## src/rtl/btn_pkg.sv

```systemverilog
`default_nettype none
// +-----------------------------------------------------------------------+
// | btn_pkg: arbiter state encoding and default timing constants.         |
// | Rev 1.0                                                               |
// +-----------------------------------------------------------------------+
package btn_pkg;

  typedef enum logic [0:0] {
    ARB_IDLE  = 1'b0,
    ARB_OFFER = 1'b1
  } arb_state_e;

  localparam int DB_CNT_DEFAULT     = 16;
  localparam int RPT_DELAY_DEFAULT  = 1000;
  localparam int RPT_PERIOD_DEFAULT = 250;

endpackage
`default_nettype wire

```

## src/rtl/btn_debounce.sv

```systemverilog
`default_nettype none
// +-----------------------------------------------------------------------+
// | btn_debounce: 2-flop sync, debounce counter, 1-cycle press event;     |
// | auto-repeat events when BTN_REPEAT_EN is defined.      Rev 1.0        |
// +-----------------------------------------------------------------------+
module btn_debounce
  import btn_pkg::*;
#(
  parameter int DB_CNT     = DB_CNT_DEFAULT,
  parameter int RPT_DELAY  = RPT_DELAY_DEFAULT,
  parameter int RPT_PERIOD = RPT_PERIOD_DEFAULT
) (
  input  logic clk,
  input  logic rst_n,
  input  logic btn,
  output logic evt
);

  localparam int CW = $clog2(DB_CNT);

  logic          s0_q, s1_q;
  logic          stable_q, stable_d;
  logic [CW-1:0] cnt_q, cnt_d;
  logic          rise;

  // cnt holds the number of earlier consecutive cycles where s1 disagreed with stable
  always_comb begin
    stable_d = stable_q;
    cnt_d    = '0;
    if (s1_q != stable_q) begin
      if (cnt_q == CW'(DB_CNT - 1)) begin
        stable_d = s1_q;
      end else begin
        cnt_d = cnt_q + CW'(1);
      end
    end
  end

  // Event is raised in the cycle before stable goes high so pending sets on the same edge
  assign rise = stable_d & ~stable_q;

  always_ff @(posedge clk) begin
    if (!rst_n) begin
      s0_q     <= 1'b0;
      s1_q     <= 1'b0;
      stable_q <= 1'b0;
      cnt_q    <= '0;
    end else begin
      s0_q     <= btn;
      s1_q     <= s0_q;
      stable_q <= stable_d;
      cnt_q    <= cnt_d;
    end
  end

`ifdef BTN_REPEAT_EN
  localparam int RPT_MAX = (RPT_DELAY > RPT_PERIOD) ? RPT_DELAY : RPT_PERIOD;
  localparam int RW      = $clog2(RPT_MAX + 1);

  logic [RW-1:0] rpt_q, rpt_d;
  logic          rpt_evt;

  // Down-counter: loaded on the press, fires at zero, then reloads with the period
  always_comb begin
    rpt_d   = '0;
    rpt_evt = 1'b0;
    if (rise) begin
      rpt_d = RW'(RPT_DELAY - 1);
    end else if (stable_q && stable_d) begin
      if (rpt_q == '0) begin
        rpt_evt = 1'b1;
        rpt_d   = RW'(RPT_PERIOD - 1);
      end else begin
        rpt_d = rpt_q - RW'(1);
      end
    end
  end

  always_ff @(posedge clk) begin
    if (!rst_n) begin
      rpt_q <= '0;
    end else begin
      rpt_q <= rpt_d;
    end
  end

  assign evt = rise | rpt_evt;
`else
  logic unused_rpt;
  assign unused_rpt = ^{RPT_DELAY, RPT_PERIOD};
  assign evt        = rise;
`endif

endmodule
`default_nettype wire

```

## src/rtl/btn_cmd_arbiter.sv

```systemverilog
`default_nettype none
// +-----------------------------------------------------------------------+
// | btn_cmd_arbiter: N debounced buttons -> pending requests -> one       |
// | round-robin valid/ready command stream. Option: BTN_REPEAT_EN. Rev 1.0|
// +-----------------------------------------------------------------------+
module btn_cmd_arbiter
  import btn_pkg::*;
#(
  parameter int N          = 4,
  parameter int DB_CNT     = DB_CNT_DEFAULT,
  parameter int RPT_DELAY  = RPT_DELAY_DEFAULT,
  parameter int RPT_PERIOD = RPT_PERIOD_DEFAULT
) (
  input  logic                 clk,
  input  logic                 rst_n,
  input  logic [N-1:0]         btn,
  output logic                 cmd_valid,
  output logic [$clog2(N)-1:0] cmd_id,
  input  logic                 cmd_ready,
  output logic [N-1:0]         pending,
  output logic                 overflow
);

  localparam int IW = $clog2(N);

  logic [N-1:0] evt;

  for (genvar g = 0; g < N; g++) begin : g_chan
    btn_debounce #(
      .DB_CNT     (DB_CNT),
      .RPT_DELAY  (RPT_DELAY),
      .RPT_PERIOD (RPT_PERIOD)
    ) u_debounce (
      .clk   (clk),
      .rst_n (rst_n),
      .btn   (btn[g]),
      .evt   (evt[g])
    );
  end

  arb_state_e    state_q, state_d;
  logic [N-1:0]  pending_q, pending_d, clr;
  logic          overflow_q, overflow_d;
  logic          cmd_valid_q, cmd_valid_d;
  logic [IW-1:0] cmd_id_q, cmd_id_d;
  logic [IW-1:0] rr_ptr_q, rr_ptr_d;
  logic [IW-1:0] pick;
  logic [IW:0]   cand;
  logic          hs;

  assign hs = cmd_valid_q & cmd_ready;

  // A new event wins over a same-cycle clear and is not counted as an overflow
  always_comb begin
    clr = '0;
    for (int i = 0; i < N; i++) begin
      clr[i] = hs && (cmd_id_q == IW'(i));
    end
    pending_d  = (pending_q & ~clr) | evt;
    overflow_d = |(evt & pending_q & ~clr);
  end

  // Scanning from the far end lets the candidate nearest rr_ptr be assigned last
  always_comb begin
    pick = rr_ptr_q;
    cand = '0;
    for (int i = N - 1; i >= 0; i--) begin
      cand = {1'b0, rr_ptr_q} + (IW + 1)'(i);
      if (cand >= (IW + 1)'(N)) begin
        cand = cand - (IW + 1)'(N);
      end
      if (pending_q[cand[IW-1:0]]) begin
        pick = cand[IW-1:0];
      end
    end
  end

  always_comb begin
    state_d     = state_q;
    cmd_valid_d = cmd_valid_q;
    cmd_id_d    = cmd_id_q;
    rr_ptr_d    = rr_ptr_q;
    case (state_q)
      ARB_IDLE: begin
        if (|pending_q) begin
          cmd_id_d    = pick;
          cmd_valid_d = 1'b1;
          state_d     = ARB_OFFER;
        end
      end
      ARB_OFFER: begin
        if (hs) begin
          cmd_valid_d = 1'b0;
          rr_ptr_d    = (cmd_id_q == IW'(N - 1)) ? '0 : cmd_id_q + IW'(1);
          state_d     = ARB_IDLE;
        end
      end
      default: begin
        state_d     = ARB_IDLE;
        cmd_valid_d = 1'b0;
      end
    endcase
  end

  always_ff @(posedge clk) begin
    if (!rst_n) begin
      state_q     <= ARB_IDLE;
      pending_q   <= '0;
      overflow_q  <= 1'b0;
      cmd_valid_q <= 1'b0;
      cmd_id_q    <= '0;
      rr_ptr_q    <= '0;
    end else begin
      state_q     <= state_d;
      pending_q   <= pending_d;
      overflow_q  <= overflow_d;
      cmd_valid_q <= cmd_valid_d;
      cmd_id_q    <= cmd_id_d;
      rr_ptr_q    <= rr_ptr_d;
    end
  end

  assign cmd_valid = cmd_valid_q;
  assign cmd_id    = cmd_id_q;
  assign pending   = pending_q;
  assign overflow  = overflow_q;

endmodule
`default_nettype wire

```

## config.mk

```make
export PLATFORM = sky130hd
export DESIGN_NAME = btn_cmd_arbiter
export DESIGN_NICKNAME = d
export VERILOG_FILES = /design/src/rtl/btn_pkg.sv /design/src/rtl/btn_debounce.sv /design/src/rtl/btn_cmd_arbiter.sv
export SDC_FILE = /design/constraint.sdc
export NUM_CORES = 1
export LEC_CHECK = 0
export BUFFER_PORTS_ARGS = -buffer_cell sky130_fd_sc_hd__buf_2
export CORE_UTILIZATION = 51
export CTS_CLUSTER_SIZE = 24
export DETAILED_ROUTE_END_ITERATION = 7
export PLACE_DENSITY_LB_ADDON = 0.08
export SLEW_MARGIN = 5
export SYNTH_ARGS = -nofsm -noshare
export SYNTH_HDL_FRONTEND = slang
export SYNTH_SLANG_ARGS = --single-unit
```

## constraint.sdc

```tcl
create_clock -name clk -period 1.3 [get_ports clk]
set_input_delay 0.13 -clock clk [delete_from_list [all_inputs] [get_ports clk]]
set_output_delay 0.13 -clock clk [all_outputs]
set_load 0.02 [all_outputs]
```

==> results.ini, run 1 <==
[floorplanning]
dieArea_sq_mm=0.00331
start_util=0.557
ioPinCount=15
rows=19
placeableCoreArea_sq_mm=0.00283
fp.dieH_microns=57.6
die_w_microns=57.6

[critical_path]
r2r-end=overflow
cp_data_arrival_time_ns=1.60
slowest_delay_ns=0.38
reg2regPathDepth=5
path_max_fanout=2
r2r-start=g_chan[1].u_debounce.cnt_q[1]
critPathRequiredTime_ns=1.59
cp_cell_sequence=ha_4, nand3_2, or3b_4, o22ai_2, o21a_1
cp-start-kind=register
cp_slowest_cell=or3b_4
path_buf_inv=0
criticalPathCategory=reg2reg
rrSetupSlack_ns=-0.01
critPathTopFamily=simple AND/OR/NAND/NOR gates
end_kind=register

[pwr]
power_leakage_nw=0.865
power_density_mw_per_mm2=959
total_power_mw=1.90
ir_worst_vdd_mv=0.630

[logic_synthesis]
avgSynthCellArea_sq_um=9.78
syn_area_sq_mm=0.00158
ys_seq_elements=39
synthCells=161
synth.distinct_cells=26
yosys_warnings=0
synth_nets=176
ys_seq_area_frac=0.496

[global_routing]
grt_pass1_vias=1202
globalRoute.totalOverflow=0
grt_max_degree=32
grt_pass1_wl_mm=4.89
groute.usage.overall=0.195
antenna_found_initial=0

[cts]
clk_pin_slew_ns=0.11
cts-buffers-inserted=5
root_buffer=clkbuf_4
ctsHtreeMaxLevel=2
clkSinkCount=39
cts_tree=done
clk_latency_ns=0.34
clock_path_buffers=2

[timing]
setup_ws_ns=-0.00966
maxSlewViolCount=0
hold_viol=0
max_clock_freq_ghz=0.764
final-setup-viol-count=1
finalCriticalPeriod_ns=1.31
fin_crit_sh=1.01
skew_ns=0.0134
worst_pin_slew_ns=0.439
slew_headroom=0.707
rsz0062_at_grt=true

[min_path]
hold_depth=4
min_path_type=in2reg
holdPathEnd=cmd_valid
holdCritStartpoint=cmd_ready

[final_layout]
nets=212
utilization=0.701
final_cell_count_no_fill=228
layout_commonest_cell=dfxtp_1
fillCellCount=219
syn_to_final_growth_pct=25.9
final_layout_size_suffix_gt1_frac=0.305
regArea_sq_um=793
multiInputGateArea_sq_um=853
diodes=0
final_cell_mix=29 x dfxtp_1, 14 x buf_2, 14 x buf_4

[outcome]
status=complete, but fails checks
violations=design-rule violations, negative setup slack

[place]
dp.cells=216
gp_congestion=0.805
port_buffers=14
dp_hpwl_mm=1.96

[routing]
wl_met1_mm=1.26
dr_wl_met3_microns=93
top_layer=met4
num_vias=1206
remaining_drc_errors=1
drt_iter0_drc=96
wl_met2_mm=1.43
wl_per_cell_microns=12.5
drtAntennaViolNets=0
detail_route.vias_per_cell=5.29
drtPass1Iterations=6
finalWirelength_mm=2.86

[job]
drv_cap=0

cell type report:
type                    instances  area share
multi-input cells             112       0.430
flip-flops and latches         39       0.400
repair buffers                 32       0.109
clock buffers                   6      0.0259
well taps                      31      0.0196
inverters                       7      0.0132
clock inverters                 1     0.00252
what timing repair did:
action | CTS | global route
pin swaps | 6 | 4
gates resized for setup | 8 | 16
buffers inserted | 0 | 1
endpoints found under the hold margin | 4 | 0
hold buffers | 4 | 0
setup endpoints to repair | 1 | 8
cell usage after synthesis:
master / count / share of area
dfxtp_1: 39 / 0.50
nand3_1: 15 / 0.048
nor2_1: 13 / 0.031
xor2_1: 12 / 0.067
nor2b_1: 11 / 0.044
and2_1: 8 / 0.032
ha_1: 8 / 0.064
inv_1: 7 / 0.017
a21boi_0: 6 / 0.029
nand2_1: 6 / 0.014
mux2i_1: 5 / 0.032
a21oi_1: 4 / 0.013
and3_1: 4 / 0.016
or3b_1: 4 / 0.022
clkbuf_1: 3 / 0.0071
nand2b_1: 2 / 0.0079
nand3_2: 2 / 0.013
nor3_1: 2 / 0.0064
o21ai_0: 2 / 0.0064
o22ai_1: 2 / 0.0079
nor3b_1: 1 / 0.0048
nor4_1: 1 / 0.0040
o21a_1: 1 / 0.0048
o21bai_1: 1 / 0.0048
o221ai_1: 1 / 0.0056
o311ai_0: 1 / 0.0056
flip-flops by register name, indices dropped and copies added (netlist names):
register,count
g_chan.u_debounce.s0_q,4
g_chan.u_debounce.stable_q,4
cmd_valid,1
g_chan.u_debounce.s1_q,4
state_q,1
pending,4
rr_ptr_q,2
g_chan.u_debounce.cnt_q,16
cmd_id,2
overflow,1
routing by layer:
metal | up-vias | track usage
met5 | - | 0
met4 | 0 | 0.0871
met3 | 9 | 0.0567
met2 | 18 | 0.334
met1 | 568 | 0.224
li1 | 611 | -
worst register-to-register path: stages (launching register included):
cell and delay (ns):
dfxtp_2 0.37, ha_4 0.15, nand3_2 0.08, or3b_4 0.38, o22ai_2 0.15, o21a_1 0.14
worst max path at each step:
stage                                   from       end  slack [ns]  cells after the start
6_report       g_chan[1].u_debounce.cnt_q[1]  overflow       -0.01                      5
5_1_grt        g_chan[1].u_debounce.cnt_q[1]  overflow       -0.06                      5
4_1_cts        g_chan[1].u_debounce.cnt_q[0]  overflow       -0.04                      5
3_5_place_dp   g_chan[3].u_debounce.cnt_q[0]  overflow       -0.07                      5
3_3_place_gp   g_chan[3].u_debounce.cnt_q[1]  overflow       -0.02                      5
2_1_floorplan  g_chan[3].u_debounce.cnt_q[0]  overflow       0.002                      5
metrics by stage:
stage	hold slack [ns]	setup WS, ns	TNS [ns]	instance area (sq um)
global route	0.210	-0.0603	-0.0658	1980
floorplan	0.257	0.00195	0	1590
CTS	0.167	-0.0371	-0.0371	1910
detailed placement	0.341	-0.0700	-0.0700	1780
global placement	0.342	-0.0166	-0.0166	1780
finish	0.179	-0.00966	-0.00966	1980
cell families after synthesis:
logic type,synth area share
and+or+nand+nor,0.242
AOI/OAI and AO/OA,0.0763
muxes,0.0318
adders and majority gates,0.0635
DFF,0.496
buffers and inverters,0.0238
xor gates and xnor gates,0.0667
power breakdown:
part | total [mW] | switching [mW] | internal [mW]
logic | 0.0652 | 0.0283 | 0.0370
clock network | 0.616 | 0.365 | 0.251
registers | 1.22 | 0.0100 | 1.21
(Power assumes the default switching activity.)
==> inputs of run 2 (changes only) <==
Settings changed: CORE_MARGIN set to 5.
==> run 2 against run 1 <==
Clock skew is 0.0017 ns lower. Non-clock buffer count is 3 higher. Global-route usage is 3.8 points lower. Combinational power is 1% lower. Die area is 30% higher. Via count is 1.3% higher. The run ends with negative setup slack left. Final area is 1.7% higher. Largest cell class unchanged. Critical path depth stayed put.
==> results.ini, run 2 (synthesis gave the netlist of run 1 again) <==
[outcome]
status=complete, but fails checks
violations=negative setup slack

[timing]
holdWs_ns=0.192  ; +0.0123 ns
final-setup-viol-count=1  ; unchanged
maxSlewViolCount=0  ; unchanged
rsz0062_at_grt=true
hold_viol=0  ; unchanged
skew_ns=0.0117  ; -0.00169 ns
finalCriticalPeriod_ns=1.32  ; +0.00663 ns
setup_ws_ns=-0.0163  ; -0.00663 ns
worst_pin_slew_ns=0.412  ; -0.0268 ns
fin_crit_sh=1.01  ; +0.00510
max_clock_freq_ghz=0.760  ; -0.50%
slew_headroom=0.725  ; +0.0179

[critical_path]
end_kind=register
slowest_delay_ns=0.41  ; +0.03 ns
cp_data_arrival_time_ns=1.62  ; +0.02 ns
path_max_fanout=2  ; unchanged
criticalPathCategory=reg2reg
cp_cell_sequence=ha_4, nand3_2, or3b_4, o22ai_2, o21a_1
cp-start-kind=register
cp_slowest_cell=or3b_4
critPathRequiredTime_ns=1.60  ; about the same

[place]
dp_hpwl_mm=2.04  ; +3.8%
port_buffers=14  ; unchanged
dp_slack_ns=-0.0432  ; +0.0268 ns
place_area_sq_mm=0.00181  ; +1.4%
dp.cells=221  ; +2.3%
gp_congestion=0.798  ; -0.87%

[floorplanning]
dieArea_sq_mm=0.00430  ; +30%
start_util=0.525  ; -0.0322
placeableCoreArea_sq_mm=0.00300  ; +6.1%
ioPinCount=15  ; unchanged
die_w_microns=65.6  ; +14%
fp.dieH_microns=65.6  ; +14%
rows=20  ; +1

[cts]
clk_pin_slew_ns=0.11  ; about the same
cts_tree=done
clock_path_buffers=2  ; unchanged
ctsHtreeMaxLevel=2  ; unchanged
cts-buffers-inserted=5  ; unchanged
clk_latency_ns=0.34  ; about the same
clkSinkCount=39  ; unchanged
root_buffer=clkbuf_4

[routing]
remaining_drc_errors=0  ; -1
drtAntennaViolNets=0  ; unchanged
drt_iter0_drc=66  ; -31%
detail_route.vias_per_cell=5.24  ; -0.85%
drtPass1Iterations=4  ; -2
num_vias=1222  ; +1.3%
wl_per_cell_microns=12.0  ; -3.9%
finalWirelength_mm=2.81  ; -1.8%

[final_layout]
syn_to_final_growth_pct=28.0
final_layout_size_suffix_gt1_frac=0.305  ; +0.000431
final_cell_count_no_fill=233  ; +2.2%
fin_area_sq_mm=0.00202  ; +1.7%
multiInputGateArea_sq_um=846  ; -0.88%
regArea_sq_um=791  ; -0.32%
layout_commonest_cell=dfxtp_1
diodes=0  ; unchanged
largest_register_ffs=16  ; unchanged
final_cell_mix=31 x dfxtp_1, 17 x buf_4, 14 x buf_2
largest-register=g_chan.u_debounce.cnt_q
fillCellCount=259  ; +18%
nets=215  ; +1.4%

[global_routing]
antenna_found_initial=0  ; unchanged
grt_pass1_vias=1300  ; +8.2%
grt_pass1_wl_mm=5.24  ; +7.3%
globalRoute.totalOverflow=0  ; unchanged
groute.usage.overall=0.157  ; -0.0380
grt_max_degree=32  ; unchanged

[pwr]
power_density_mw_per_mm2=1020  ; +6.0%
power_leakage_nw=0.882  ; +2.0%
ir_worst_vdd_mv=0.843  ; +34%

[min_path]
min_path_type=in2reg

[job]
drv_cap=0  ; unchanged

## run 2: cell count changes in the layout (fill, tap and decap cells not counted), sizes merged
cell | previous run | this run
bufinv | 0 | 1
buf | 28 | 31
clkbuf | 6 | 5
clkinvlp | 0 | 1
clkinv | 1 | 0
## run 2: power breakdown
group          internal (mW)  switching [mW]  leakage [nW]  total [mW]
Sequential              1.21         0.00888         0.320        1.22
Clock                  0.394           0.371        0.0373       0.765
Combinational         0.0374          0.0271         0.525      0.0645
## run 2: critical path: cells and delay by family (launching register included)
kind | cells | cell delay [ns]
simple gates | 2 | 0.49
compound gates | 2 | 0.28
flops | 1 | 0.36
fa+ha+maj | 1 | 0.14
## run 2: final cells by class
cell class	count	share of cell area
multi-input cells	112	0.419
flip-flops and latches	39	0.392
repair buffers	35	0.118
well taps	33	0.0205
clock buffers	5	0.0186
clock inverters	2	0.0186
inverters	7	0.0130
## run 2: metrics by stage
stage,setup TNS (ns),power [mW],util
5_1_grt,-0.103,2.15,0.672
4_1_cts,-0.00668,2.08,0.660
6_report,-0.0163,2.05,0.672
3_5_place_dp,-0.0432,1.30,0.602
3_3_place_gp,-0.0352,1.30,0.602
2_1_floorplan,0,1.28,-
## run 2: path summary, 6_finish.rpt
kind                                                     from                        end  slack (ns)  cells after the start
worst max-delay path            g_chan[1].u_debounce.cnt_q[1]                   overflow       -0.02                      5
worst min-delay path                                cmd_ready                  cmd_valid        0.19                      4
worst max register to register  g_chan[1].u_debounce.cnt_q[1]                   overflow       -0.02                      5
worst min register to register      g_chan[2].u_debounce.s0_q  g_chan[2].u_debounce.s1_q        0.43                      1
## run 2: repair_timing
item | CTS | global route
endpoints found under the hold margin | 4 | 0
buffers inserted | 0 | 1
hold buffers | 4 | 0
pin swaps | 3 | 4
resized for setup | 17 | 4
setup endpoints to repair | 1 | 7
cloned | 0 | 0
## run 2: layer usage
layer  up-vias  global-route usage  share of wire  wire (microns)
met5         -                   0              0               0
met3         8              0.0462          0.039             109
met4         0              0.0777          0.018              51
li1        620                   -              -               -
met2        16               0.288           0.53            1490
met1       578               0.160           0.41            1160
==> inputs of run 3 (changes only) <==
Settings changed: RECOVER_POWER set to 25.
==> run 3 against run 2 <==
The flow still finishes with violations (negative setup slack). Sequential power about the same. Clock skew hardly changed. Final area is essentially flat. Largest power group unchanged.
==> results.ini, run 3 (synthesis gave the netlist of run 1 again) <==
[timing]
slew_headroom=0.726  ; about the same
fin_crit_sh=1.01  ; about the same
hold_viol=0  ; unchanged
rsz0062_at_grt=true
worst_pin_slew_ns=0.411  ; -0.000639 ns
final-setup-viol-count=1  ; unchanged
finalSetupTns_ns=-0.0163  ; +0.0000230 ns
finalCriticalPeriod_ns=1.32  ; -0.0000230 ns
skew_ns=0.0117  ; +0.0000176 ns
setup_ws_ns=-0.0163  ; +0.0000230 ns
max_clock_freq_ghz=0.760  ; about the same
holdWs_ns=0.192  ; unchanged
maxSlewViolCount=0  ; unchanged

[global_routing]
antenna_found_initial=0  ; unchanged
grt_pass1_vias=1300  ; unchanged
groute.usage.overall=0.157  ; unchanged
grt_pass1_wl_mm=5.24  ; unchanged
globalRoute.totalOverflow=0  ; unchanged
grt_max_degree=32  ; unchanged

[cts]
clock_path_buffers=2  ; unchanged
clk_latency_ns=0.34  ; about the same
clkSinkCount=39  ; unchanged
ctsHtreeMaxLevel=2  ; unchanged
root_buffer=clkbuf_4
clk_pin_slew_ns=0.11  ; about the same
cts-buffers-inserted=5  ; unchanged
cts_tree=done

[final_layout]
largest-register=g_chan.u_debounce.cnt_q
nets=215  ; unchanged
multiInputGateArea_sq_um=846  ; unchanged
final_layout_size_suffix_gt1_frac=0.300  ; -0.00500
fin_area_sq_mm=0.00202  ; about the same
regArea_sq_um=791  ; unchanged
fillCellCount=260  ; +0.39%
diodes=0  ; unchanged
layout_commonest_cell=dfxtp_1
final_cell_mix=31 x dfxtp_1, 17 x buf_4, 13 x nand3_1, 13 x nor2_1, 13 x buf_2
largest_register_ffs=16  ; unchanged
syn_to_final_growth_pct=28.0  ; about the same

[critical_path]
end_kind=register
cp_slowest_cell=or3b_4
criticalPathCategory=reg2reg
path_max_fanout=2  ; unchanged
cp_cell_sequence=ha_4, nand3_2, or3b_4, o22ai_2, o21a_1
slowest_delay_ns=0.41  ; about the same
path_buf_inv=0  ; unchanged
critPathRequiredTime_ns=1.60  ; about the same
critPathTopFamily=simple AND/OR/NAND/NOR gates
cp_data_arrival_time_ns=1.62  ; about the same
cp-start-kind=register

[floorplanning]
dieArea_sq_mm=0.00430  ; unchanged
rows=20  ; unchanged
ioPinCount=15  ; unchanged
start_util=0.525  ; unchanged
fp.dieH_microns=65.6  ; unchanged
die_w_microns=65.6  ; unchanged
placeableCoreArea_sq_mm=0.00300  ; unchanged

[outcome]
status=complete, but fails checks
violations=negative setup slack

[routing]
drt_iter0_drc=66  ; unchanged
wl_per_cell_microns=12.1  ; about the same
detail_route.vias_per_cell=5.24  ; unchanged
drtAntennaViolNets=0  ; unchanged
remaining_drc_errors=0  ; unchanged
finalWirelength_mm=2.81  ; about the same
num_vias=1222  ; unchanged
drtPass1Iterations=4  ; unchanged

[pwr]
total_power_mw=2.05  ; about the same
ir_worst_vdd_mv=0.844  ; +0.15%
power_density_mw_per_mm2=1020  ; about the same
power_leakage_nw=0.878  ; -0.50%

[place]
gp_congestion=0.798  ; unchanged
dp_hpwl_mm=2.04  ; unchanged
dp_slack_ns=-0.0432  ; unchanged
place_area_sq_mm=0.00181  ; unchanged
port_buffers=14  ; unchanged

[min_path]
min_path_type=in2reg

[job]
drv_cap=0  ; unchanged

## run 3: what timing repair did
action,4_1_cts,5_1_grt
setup endpoints to repair,1,7
hold buffers,4,0
setup buffers,0,1
pin swaps,3,4
gates resized for setup,17,4
hold endpoints to repair,4,0
## run 3: cell type report
| cell class | count | area share |
|---|---|---|
| clock buffers | 5 | 0.0186 |
| flip-flops and latches | 39 | 0.392 |
| inverters | 7 | 0.0130 |
| well taps | 33 | 0.0205 |
| multi-input cells | 112 | 0.420 |
| clock inverters | 2 | 0.0186 |
| repair buffers | 35 | 0.117 |
## run 3: final timing paths
path         slack (ns)                   endpoint  cells after the start                          start
max reg2reg       -0.02                   overflow                      5  g_chan[1].u_debounce.cnt_q[1]
max               -0.02                   overflow                      5  g_chan[1].u_debounce.cnt_q[1]
min reg2reg        0.43  g_chan[2].u_debounce.s1_q                      1      g_chan[2].u_debounce.s0_q
min                0.19                  cmd_valid                      4                      cmd_ready
## run 3: where the power goes
| part | internal [mW] | switching (mW) | leakage [nW] |
|---|---|---|---|
| registers | 1.21 | 0.00888 | 0.320 |
| logic | 0.0374 | 0.0270 | 0.521 |
| clock network | 0.394 | 0.371 | 0.0373 |
| total | 1.64 | 0.407 | 0.878 |
## run 3: layer usage
layer	GRT usage	vias up	routed length, microns
met5	0	-	0
li1	-	620	-
met1	0.160	578	1160
met3	0.0462	8	109
met2	0.288	16	1490
met4	0.0777	0	51
## run 3: stage by stage
step,utilization,instances
after global routing,0.671,233
after CTS,0.660,232
after global placement,0.602,221
final,0.671,233
after detailed placement,0.602,221
after floorplan,-,161
## run 3: worst min-delay path, stage by stage
cell,delay (ns)
buf_2,0.13
nand2_1,0.06
a21oi_1,0.07
nor2b_1,0.11
